## src/rtl/fifo_pkg.sv

```systemverilog
// fifo_pkg: shared types and helpers for the sync_fifo_ctrl block.
//   fifo_mode_e - read-path mode: standard registered read or first-word-fall-through.
//   cnt_width   - width of an occupancy counter that can represent 0..depth inclusive.
package fifo_pkg;

  typedef enum logic {FIFO_STD, FIFO_FWFT} fifo_mode_e;

  function automatic int unsigned cnt_width(input int unsigned depth);
    return $clog2(depth) + 1;
  endfunction

endpackage

```

## src/rtl/fifo_mem.sv

```systemverilog
// fifo_mem: DEPTH x WIDTH simple dual-port register array.
//   clk     - write clock
//   i_we    - write enable
//   i_waddr - write address
//   i_wdata - write data
//   i_raddr - read address
//   o_rdata - asynchronous read data
// Contents are deliberately not reset.
module fifo_mem #(
  parameter int unsigned WIDTH = 8,
  parameter int unsigned DEPTH = 16
) (
  input  logic                     clk,
  input  logic                     i_we,
  input  logic [$clog2(DEPTH)-1:0] i_waddr,
  input  logic [WIDTH-1:0]         i_wdata,
  input  logic [$clog2(DEPTH)-1:0] i_raddr,
  output logic [WIDTH-1:0]         o_rdata
);

  logic [WIDTH-1:0] r_mem [DEPTH];

  always_ff @(posedge clk) begin
    if (i_we) begin
      r_mem[i_waddr] <= i_wdata;
    end
  end

  assign o_rdata = r_mem[i_raddr];

endmodule

```

## src/rtl/sync_fifo_ctrl.sv

```systemverilog
// sync_fifo_ctrl: parametrised single-clock FIFO with occupancy count, threshold flags,
// overflow/underflow pulses and a standard or first-word-fall-through read path.
//   clk, rst         - clock, asynchronous active-high reset
//   i_wr_en, i_wr_data - write request and data
//   i_rd_en          - read request (STD) / pop of head word (FWFT)
//   o_rd_data        - read data (registered in STD, head of queue in FWFT)
//   o_rd_valid       - STD: one-cycle pulse per accepted read; FWFT: !empty
//   o_full, o_empty, o_almost_full, o_almost_empty - registered status flags
//   o_count          - current occupancy
//   o_overflow, o_underflow - one-cycle pulses for rejected write/read requests
module sync_fifo_ctrl
  import fifo_pkg::*;
#(
  parameter int unsigned WIDTH     = 8,
  parameter int unsigned DEPTH     = 16,
  parameter int unsigned AFULL_TH  = DEPTH - 2,
  parameter int unsigned AEMPTY_TH = 1,
  parameter fifo_mode_e  MODE      = FIFO_STD
) (
  input  logic                          clk,
  input  logic                          rst,
  input  logic                          i_wr_en,
  input  logic [WIDTH-1:0]              i_wr_data,
  input  logic                          i_rd_en,
  output logic [WIDTH-1:0]              o_rd_data,
  output logic                          o_rd_valid,
  output logic                          o_full,
  output logic                          o_empty,
  output logic                          o_almost_full,
  output logic                          o_almost_empty,
  output logic [cnt_width(DEPTH)-1:0]   o_count,
  output logic                          o_overflow,
  output logic                          o_underflow
);

  localparam int unsigned AW = $clog2(DEPTH);
  localparam int unsigned CW = cnt_width(DEPTH);

  if (DEPTH < 2 || (DEPTH & (DEPTH - 1)) != 0) begin : g_bad_depth
    $error("sync_fifo_ctrl: DEPTH must be a power of two and at least 2");
  end
  if (AFULL_TH < 1 || AFULL_TH > DEPTH) begin : g_bad_afull
    $error("sync_fifo_ctrl: AFULL_TH must be in 1..DEPTH");
  end
  if (AEMPTY_TH > DEPTH - 1) begin : g_bad_aempty
    $error("sync_fifo_ctrl: AEMPTY_TH must be in 0..DEPTH-1");
  end

  logic [AW-1:0]    r_wr_ptr, r_rd_ptr;
  logic [CW-1:0]    r_count;
  logic             r_full, r_empty, r_afull, r_aempty, r_ovf, r_udf;
  logic             w_wr_acc, w_rd_acc;
  logic [CW-1:0]    w_count_d;
  logic [WIDTH-1:0] w_mem_rdata;

  // Acceptance uses the registered flags, so no request input reaches a flag combinationally.
  assign w_wr_acc = i_wr_en & ~r_full;
  assign w_rd_acc = i_rd_en & ~r_empty;

  always_comb begin
    w_count_d = r_count;
    unique case ({w_wr_acc, w_rd_acc})
      2'b10:   w_count_d = r_count + CW'(1);
      2'b01:   w_count_d = r_count - CW'(1);
      default: w_count_d = r_count;
    endcase
  end

  // Flags are computed from the next count so they change on the same edge as the count.
  always_ff @(posedge clk or posedge rst) begin
    if (rst) begin
      r_wr_ptr <= '0;
      r_rd_ptr <= '0;
      r_count  <= '0;
      r_full   <= 1'b0;
      r_empty  <= 1'b1;
      r_afull  <= 1'b0;
      r_aempty <= 1'b1;
      r_ovf    <= 1'b0;
      r_udf    <= 1'b0;
    end else begin
      if (w_wr_acc) r_wr_ptr <= r_wr_ptr + AW'(1);
      if (w_rd_acc) r_rd_ptr <= r_rd_ptr + AW'(1);
      r_count  <= w_count_d;
      r_full   <= (w_count_d == CW'(DEPTH));
      r_empty  <= (w_count_d == '0);
      r_afull  <= (w_count_d >= CW'(AFULL_TH));
      r_aempty <= (w_count_d <= CW'(AEMPTY_TH));
      r_ovf    <= i_wr_en & r_full;
      r_udf    <= i_rd_en & r_empty;
    end
  end

  fifo_mem #(
    .WIDTH (WIDTH),
    .DEPTH (DEPTH)
  ) u_mem (
    .clk     (clk),
    .i_we    (w_wr_acc),
    .i_waddr (r_wr_ptr),
    .i_wdata (i_wr_data),
    .i_raddr (r_rd_ptr),
    .o_rdata (w_mem_rdata)
  );

  if (MODE == FIFO_STD) begin : g_std
    logic [WIDTH-1:0] r_rd_data;
    logic             r_rd_valid;

    always_ff @(posedge clk or posedge rst) begin
      if (rst) begin
        r_rd_data  <= '0;
        r_rd_valid <= 1'b0;
      end else begin
        r_rd_valid <= w_rd_acc;
        if (w_rd_acc) r_rd_data <= w_mem_rdata;
      end
    end

    assign o_rd_data  = r_rd_data;
    assign o_rd_valid = r_rd_valid;
  end else begin : g_fwft
    // Head word is presented directly from the array; a read request pops it.
    assign o_rd_data  = w_mem_rdata;
    assign o_rd_valid = ~r_empty;
  end

  assign o_full         = r_full;
  assign o_empty        = r_empty;
  assign o_almost_full  = r_afull;
  assign o_almost_empty = r_aempty;
  assign o_count        = r_count;
  assign o_overflow     = r_ovf;
  assign o_underflow    = r_udf;

endmodule
```

## config.mk

```make
export PLATFORM = sky130hd
export DESIGN_NAME = sync_fifo_ctrl
export DESIGN_NICKNAME = d
export VERILOG_FILES = /design/src/rtl/fifo_pkg.sv /design/src/rtl/fifo_mem.sv /design/src/rtl/sync_fifo_ctrl.sv
export SDC_FILE = /design/constraint.sdc
export NUM_CORES = 1
export LEC_CHECK = 0
export BUFFER_PORTS_ARGS = -buffer_cell sky130_fd_sc_hd__buf_2
export CAP_MARGIN = 20
export CORE_ASPECT_RATIO = 0.75
export CORE_UTILIZATION = 60
export DETAILED_ROUTE_END_ITERATION = 7
export GPL_TIMING_DRIVEN = 0
export PLACE_DENSITY = 0.88
export SLEW_MARGIN = 20
export SYNTH_ARGS = -nofsm -noshare
export SYNTH_HDL_FRONTEND = slang
export SYNTH_SLANG_ARGS = --single-unit
```

## constraint.sdc

```tcl
create_clock -name clk -period 2.8 [get_ports clk]
set_input_delay 0.56 -clock clk [delete_from_list [all_inputs] [get_ports clk]]
set_output_delay 0.56 -clock clk [all_outputs]
set_load 0.03 [all_outputs]
```

==> results of run 1 <==
[worst max-delay path, cell delays in order (launching register included)]
cell,delay [ns]
dfstp_2,0.53
nand2b_1,0.10
buf_2,0.19
buf_4,0.20
inv_1,0.07
ha_1,0.27
clkbuf_1,0.22
nor3_1,0.38
xnor2_1,0.22
inv_1,0.12
a31o_2,0.26
[cells in the final DEF (no fill, tap or decap), types with 2 or more instances in the layout]
cell | netlist | final
nor3_1 | 7 | 3
clkinv_2 | 0 | 4
buf_12 | 2 | 2
edfxtp_1 | 128 | 128
clkbuf_1 | 6 | 5
a21oi_1 | 5 | 5
nand2b_1 | 3 | 3
nor2_1 | 15 | 14
nand2_1 | 35 | 35
buf_6 | 2 | 2
nand4_1 | 3 | 3
inv_6 | 0 | 3
mux4_2 | 19 | 19
inv_1 | 12 | 11
buf_2 | 2 | 34
nand3_1 | 5 | 5
dfstp_2 | 2 | 2
ha_1 | 7 | 6
dfrtp_1 | 26 | 26
and2_1 | 2 | 2
nor3_2 | 0 | 4
mux4_1 | 21 | 21
clkinvlp_4 | 0 | 3
bufinv_16 | 0 | 3
xnor2_1 | 10 | 10
buf_4 | 4 | 5
clkbuf_16 | 0 | 17
[report_power, final]
| part | internal [mW] | switching, mW |
|---|---|---|
| Combinational | 1.11 | 1.58 |
| Clock | 1.43 | 0.925 |
| Sequential | 2.91 | 0.161 |
[registers in the layout, indices dropped and copies added, names as in the netlist]
name	cells
r_rd_ptr	4
o_empty	1
o_count	5
u_mem.r_mem	128
o_full	1
o_almost_empty	1
o_overflow	1
o_rd_data	8
o_rd_valid	1
r_wr_ptr	4
o_almost_full	1
o_underflow	1
[per-stage QoR]
stage / util / setup TNS (ns) / cells / power [mW]
6_report: 0.709 / 0 / 532 / 8.11
4_1_cts: 0.708 / 0 / 532 / 8.11
3_5_place_dp: 0.649 / -1.21 / 500 / 5.72
2_1_floorplan: - / 0 / 333 / 4.95
5_1_grt: 0.709 / -0.0136 / 532 / 8.40
3_3_place_gp: 0.647 / -1.04 / 500 / 5.56
[what timing repair did]
item	CTS	global route
gates resized for setup	1	8
endpoints found under the setup margin	3	5
pin swaps	0	1
[kinds of logic (layout without fill, tap and decap cells)]
kind of cell | count (synthesis) | in the layout
xor gates and xnor gates | 11 | 11
buffers and inverters | 31 | 94
AOI/OAI and AO/OA | 12 | 12
muxes | 41 | 41
DFF | 156 | 156
adders and majority gates | 7 | 7
and+or+nand+nor | 75 | 75
[path summary, 6_finish.rpt]
kind	startpoint	to	slack, ns	depth (start not counted)
min	rst	o_rd_valid	0.21	2
min reg2reg	o_rd_data[3]	o_rd_data[3]	0.48	2
max reg2reg	o_empty	o_almost_full	0.13	10
min in group clk	i_rd_en	o_underflow	0.38	2
max	o_empty	o_almost_full	0.13	10
max in group asynchronous	rst	r_wr_ptr[1]	2.18	2
[metal layers]
metal	up-vias	track usage
li1	1411	-
met1	1737	0.386
met2	195	0.433
met3	39	0.0653
met4	0	0.108
met5	-	0
[final cells by class]
class                      count  share of cell area
buffer                        19              0.0214
clock buffer                  18              0.0602
clock inverter                14              0.0230
inverter                      12             0.00617
multi-input combinational    146               0.222
sequential                   156               0.623
tap                          136              0.0233
timing repair buffer          31              0.0213
==> run metrics, run 1 <==
run status=completed; fraction of the mapped netlist area in simple logic gates=0.0530; worst-skew pair later-pin latency=0.42 ns; Routed Antenna Nets=0; combined area of all synthesized cells=6330 sq um; highest metal layer with signal wires=met4; vias in the first global route=3382; antenna violations before repair=0; wire per inst=26.0 um; count of routing violations after the opening detailed-route iteration=406; clk slew on worst S/H paths=0.06 ns; most frequent cells after synthesis=edfxtp_1, nand2_1, dfrtp_1; global route total overflow=0; Layout Skew=0.0119 ns; post-cts hold buffer count=0; cell area power density=1110 nW/um^2; Final min period=2.67 ns; Worst Hold Slack=0.212 ns; CTS sink cnt=156; pin count of the biggest net entering global routing=29; number of design rule violations left after detail routing=0; Synth area leaders=edfxtp_1, dfrtp_1, mux4_1; count of port buffers added during placement=31; WL final=13800 um; Final Max Slew Viols=0; syn avg cell area=19.0 sq um; maximum ir drop on the vdd rail=0.635 mV; Non-Filler Cell Area, Final=7300 sq um; number of library cell types mapped by synthesis=37; upper clock frequency limit=374 MHz; Worst Setup Slack, final=0.126 ns; leak pwr=2.67 nW; detailed route wirelength on metal3=1240 um; worst-case clock buffer depth=2; I/O pin count=32; clock tree from TritonCTS=yes; share of final-layout standard cells stronger than drive strength 1=0.273; total iterations of the first detailed-routing run=5; floorplan core area=10300 sq um; Num CTS Buffers=17; most used flip-flop cell after synthesis=edfxtp_1; metal2 WL=6770 um; final setup violating endpoints=0; sequential cell area fraction in the yosys report=0.718; fraction of registers with async set/reset=0.179; signal arrival time at the worst endpoint=2.98 ns; multiplexer share of the synthesized area=0.156; die area=11000 sq um; count of inserted antenna diode cells=0; Mapped Nets=352; detailed-placement wirelength estimate=8530 um; endpoints failing hold=0; warning count from the yosys run=0; Worst Path Max Fanout=10; multi-input logic area=1620 sq um; overall die height=91.0 um; Worst setup SP type=register; fillcell total=597; gp weighted congestion=0.791; xor-xnor portion of the synthesized cell area=0.0152; Worst Max-Slew Pin Slew=0.849 ns; overall fraction of global-route tracks in use=0.278; class of the tightest hold or removal check=input port to asynchronous set/reset pin; count leader, synth=edfxtp_1; placement-stage cell area=6680 sq um; largest family of logic cells by synthesized area=multiplexers; post-synthesis cell count=333; Crit Path Category=register to register; max_slew headroom=0.432; Clock H-tree levels=4; cell type with the highest aggregate area in the netlist=edfxtp_1; number of max-capacitance violations reported=0; share of the cycle needed by the critical path after routing=0.955; number of buffers added for setup after CTS=0; Avg Vias per Cell=6.36; flip-flop and latch area=4550 sq um; post-synthesis share of cell area spent on full adders, half adders and majority gates=0.0138; share of the synthesized area in the top cell type=0.607; number of flip-flops and latches in the synthesized netlist=156; post-synthesis compound-gate area fraction=0.0121; Initial Utilization=0.615; area growth from synthesis to layout=15.3%; num rows=32; Worst Setup End Kind=register; Post-layout nets=402; wire length of the first global-routing pass=20500 um; critical path data required time=3.11 ns; Post-synth EDFFs=128; Die W=121 um; total routed wire length on the met1 layer=5410 um; pre-CTS setup slack=-0.320 ns; number of vias in the routed layout=3382; cell chosen for the clock root=clkbuf_16
No activity file was read; power rests on OpenSTA's default activity.
==> run 2, diff against run 1 <==
Settings changed: PLACE_DENSITY 0.88 to 0.78.
==> run metrics, run 2 (same netlist as run 1, synthesis figures left out) <==
run status=completed; critical path data required time=3.10 ns; Layout Skew=0.00948 ns; Avg Vias per Cell=6.21; RSZ-0062 raised after global routing=false; num rows=32; count of port buffers added during placement=31; Worst Max-Slew Pin Slew=0.977 ns; post-route insts no fill=532; detailed-placement wirelength estimate=8270 um; number of buffers added for setup after CTS=0; Worst setup SP type=register; largest reg by FF count=u_mem.r_mem; total iterations of the first detailed-routing run=5; number of vias in the routed layout=3302; number of cells after detailed placement=500; overall fraction of global-route tracks in use=0.261; number of max-capacitance violations reported=0; Crit Path Category=register to register; sequence of cells on the critical path=nor2b_1 > clkbuf_4 > nor2_1 > xor2_1 > ha_1 > or3b_2 > nand4_1 > a21oi_1 > xnor2_1 > inv_1 > and4_1; WL final=12700 um; cell type group with the largest total delay on the critical path=simple AND/OR/NAND/NOR gates; cell with the biggest individual delay on the critical path=or3b_2; endpoints failing hold=0; flip-flop count of the largest register, all copies and words added=128; Final Max Slew Viols=0; final standard cell utilization of the core=0.707; upper clock frequency limit=375 MHz; Final min period=2.67 ns; floorplan core area=10300 sq um; met3 track demand over resource in global routing=0.0597; cell chosen for the clock root=clkbuf_16; Die W=121 um; count of inserted antenna diode cells=0; leak pwr=2.67 nW; gp weighted congestion=0.818; final setup violating endpoints=0; worst-skew pair later-pin latency=0.42 ns; most common cell after layout, fill and taps aside=edfxtp_1; CTS sink cnt=156; antenna violations before repair=0; worst path buffer plus inverter count=2; count of routing violations after the opening detailed-route iteration=357; Worst Setup End Kind=register; post-cts hold buffer count=0; met1 Resource Use GR=0.376; global-route track usage on met2=0.397; overall die height=91.0 um; clk slew on worst S/H paths=0.06 ns; max_slew headroom=0.346; Routed Antenna Nets=0; I/O pin count=32; Post-layout nets=402; Clock H-tree levels=4; pin count of the biggest net entering global routing=29; Slowest Stage Delay on Critical Path=0.46 ns; class of the tightest hold or removal check=input port to asynchronous set/reset pin; placement-stage cell area=6680 sq um; global-route layer with the greatest usage=met2; worst-case clock buffer depth=2; global route total overflow=0; wire per inst=23.9 um; Worst Path Max Fanout=10; fillcell total=618; Initial Utilization=0.615; Num CTS Buffers=17; signal arrival time at the worst endpoint=2.97 ns; Non-Filler Cell Area, Final=7280 sq um; cell area power density=1090 nW/um^2; wire length of the first global-routing pass=19700 um; die area=11000 sq um; area growth from synthesis to layout=15.0%; share of final-layout standard cells stronger than drive strength 1=0.253; maximum ir drop on the vdd rail=0.659 mV; most used cells in the layout excluding fill and tap cells=edfxtp_1, nand2_1, buf_2; number of design rule violations left after detail routing=0; share of the cycle needed by the critical path after routing=0.953; clock tree from TritonCTS=yes; vias in the first global route=3275
## run 2: layer usage
| layer | vias up | wire [um] |
|---|---|---|
| li1 | 1413 | - |
| met1 | 1708 | 5450 |
| met2 | 160 | 6160 |
| met3 | 21 | 843 |
| met4 | 0 | 229 |
| met5 | - | 0 |
## run 2: per-stage QoR
step	total power, mW	setup TNS, ns	hold slack (ns)	worst slack [ns]
after floorplan	4.95	0	0.549	0.183
after global placement	5.56	-6.16	0.454	-0.211
after detailed placement	5.68	-1.01	0.463	-0.284
after CTS	7.97	0	0.346	0.123
after global routing	8.26	0	0.243	0.0169
final	7.93	0	0.202	0.132
## run 2: final cells by class
class	instances	area, sq um	area share
clock inverter	3	15.0	0.00206
multi-input combinational	146	1610	0.221
timing repair buffer	31	155	0.0213
clock buffer	29	586	0.0804
buffer	19	156	0.0215
inverter	12	45.0	0.00619
sequential	156	4550	0.625
tap	136	170	0.0234
## run 2: what timing repair did
action	CTS	global route
gates cloned	0	0
endpoints found under the setup margin	2	3
resized for setup	1	2
## run 2: worst paths after layout
check	slack [ns]	cells past startpoint	startpoint	to
max in group asynchronous	2.21	2	rst	r_rd_ptr[1]
worst max-delay path	0.13	11	o_full	o_full
min in group clk	0.36	2	i_wr_en	o_overflow
worst min-delay path	0.20	2	rst	o_count[3]
worst min register to register	0.49	2	o_rd_data[0]	o_rd_data[0]
worst max register to register	0.13	11	o_full	o_full
## run 2: power breakdown
| group | internal [mW] | switching, mW |
|---|---|---|
| combinational | 1.10 | 1.50 |
| clock | 1.42 | 0.852 |
| sequential | 2.91 | 0.148 |
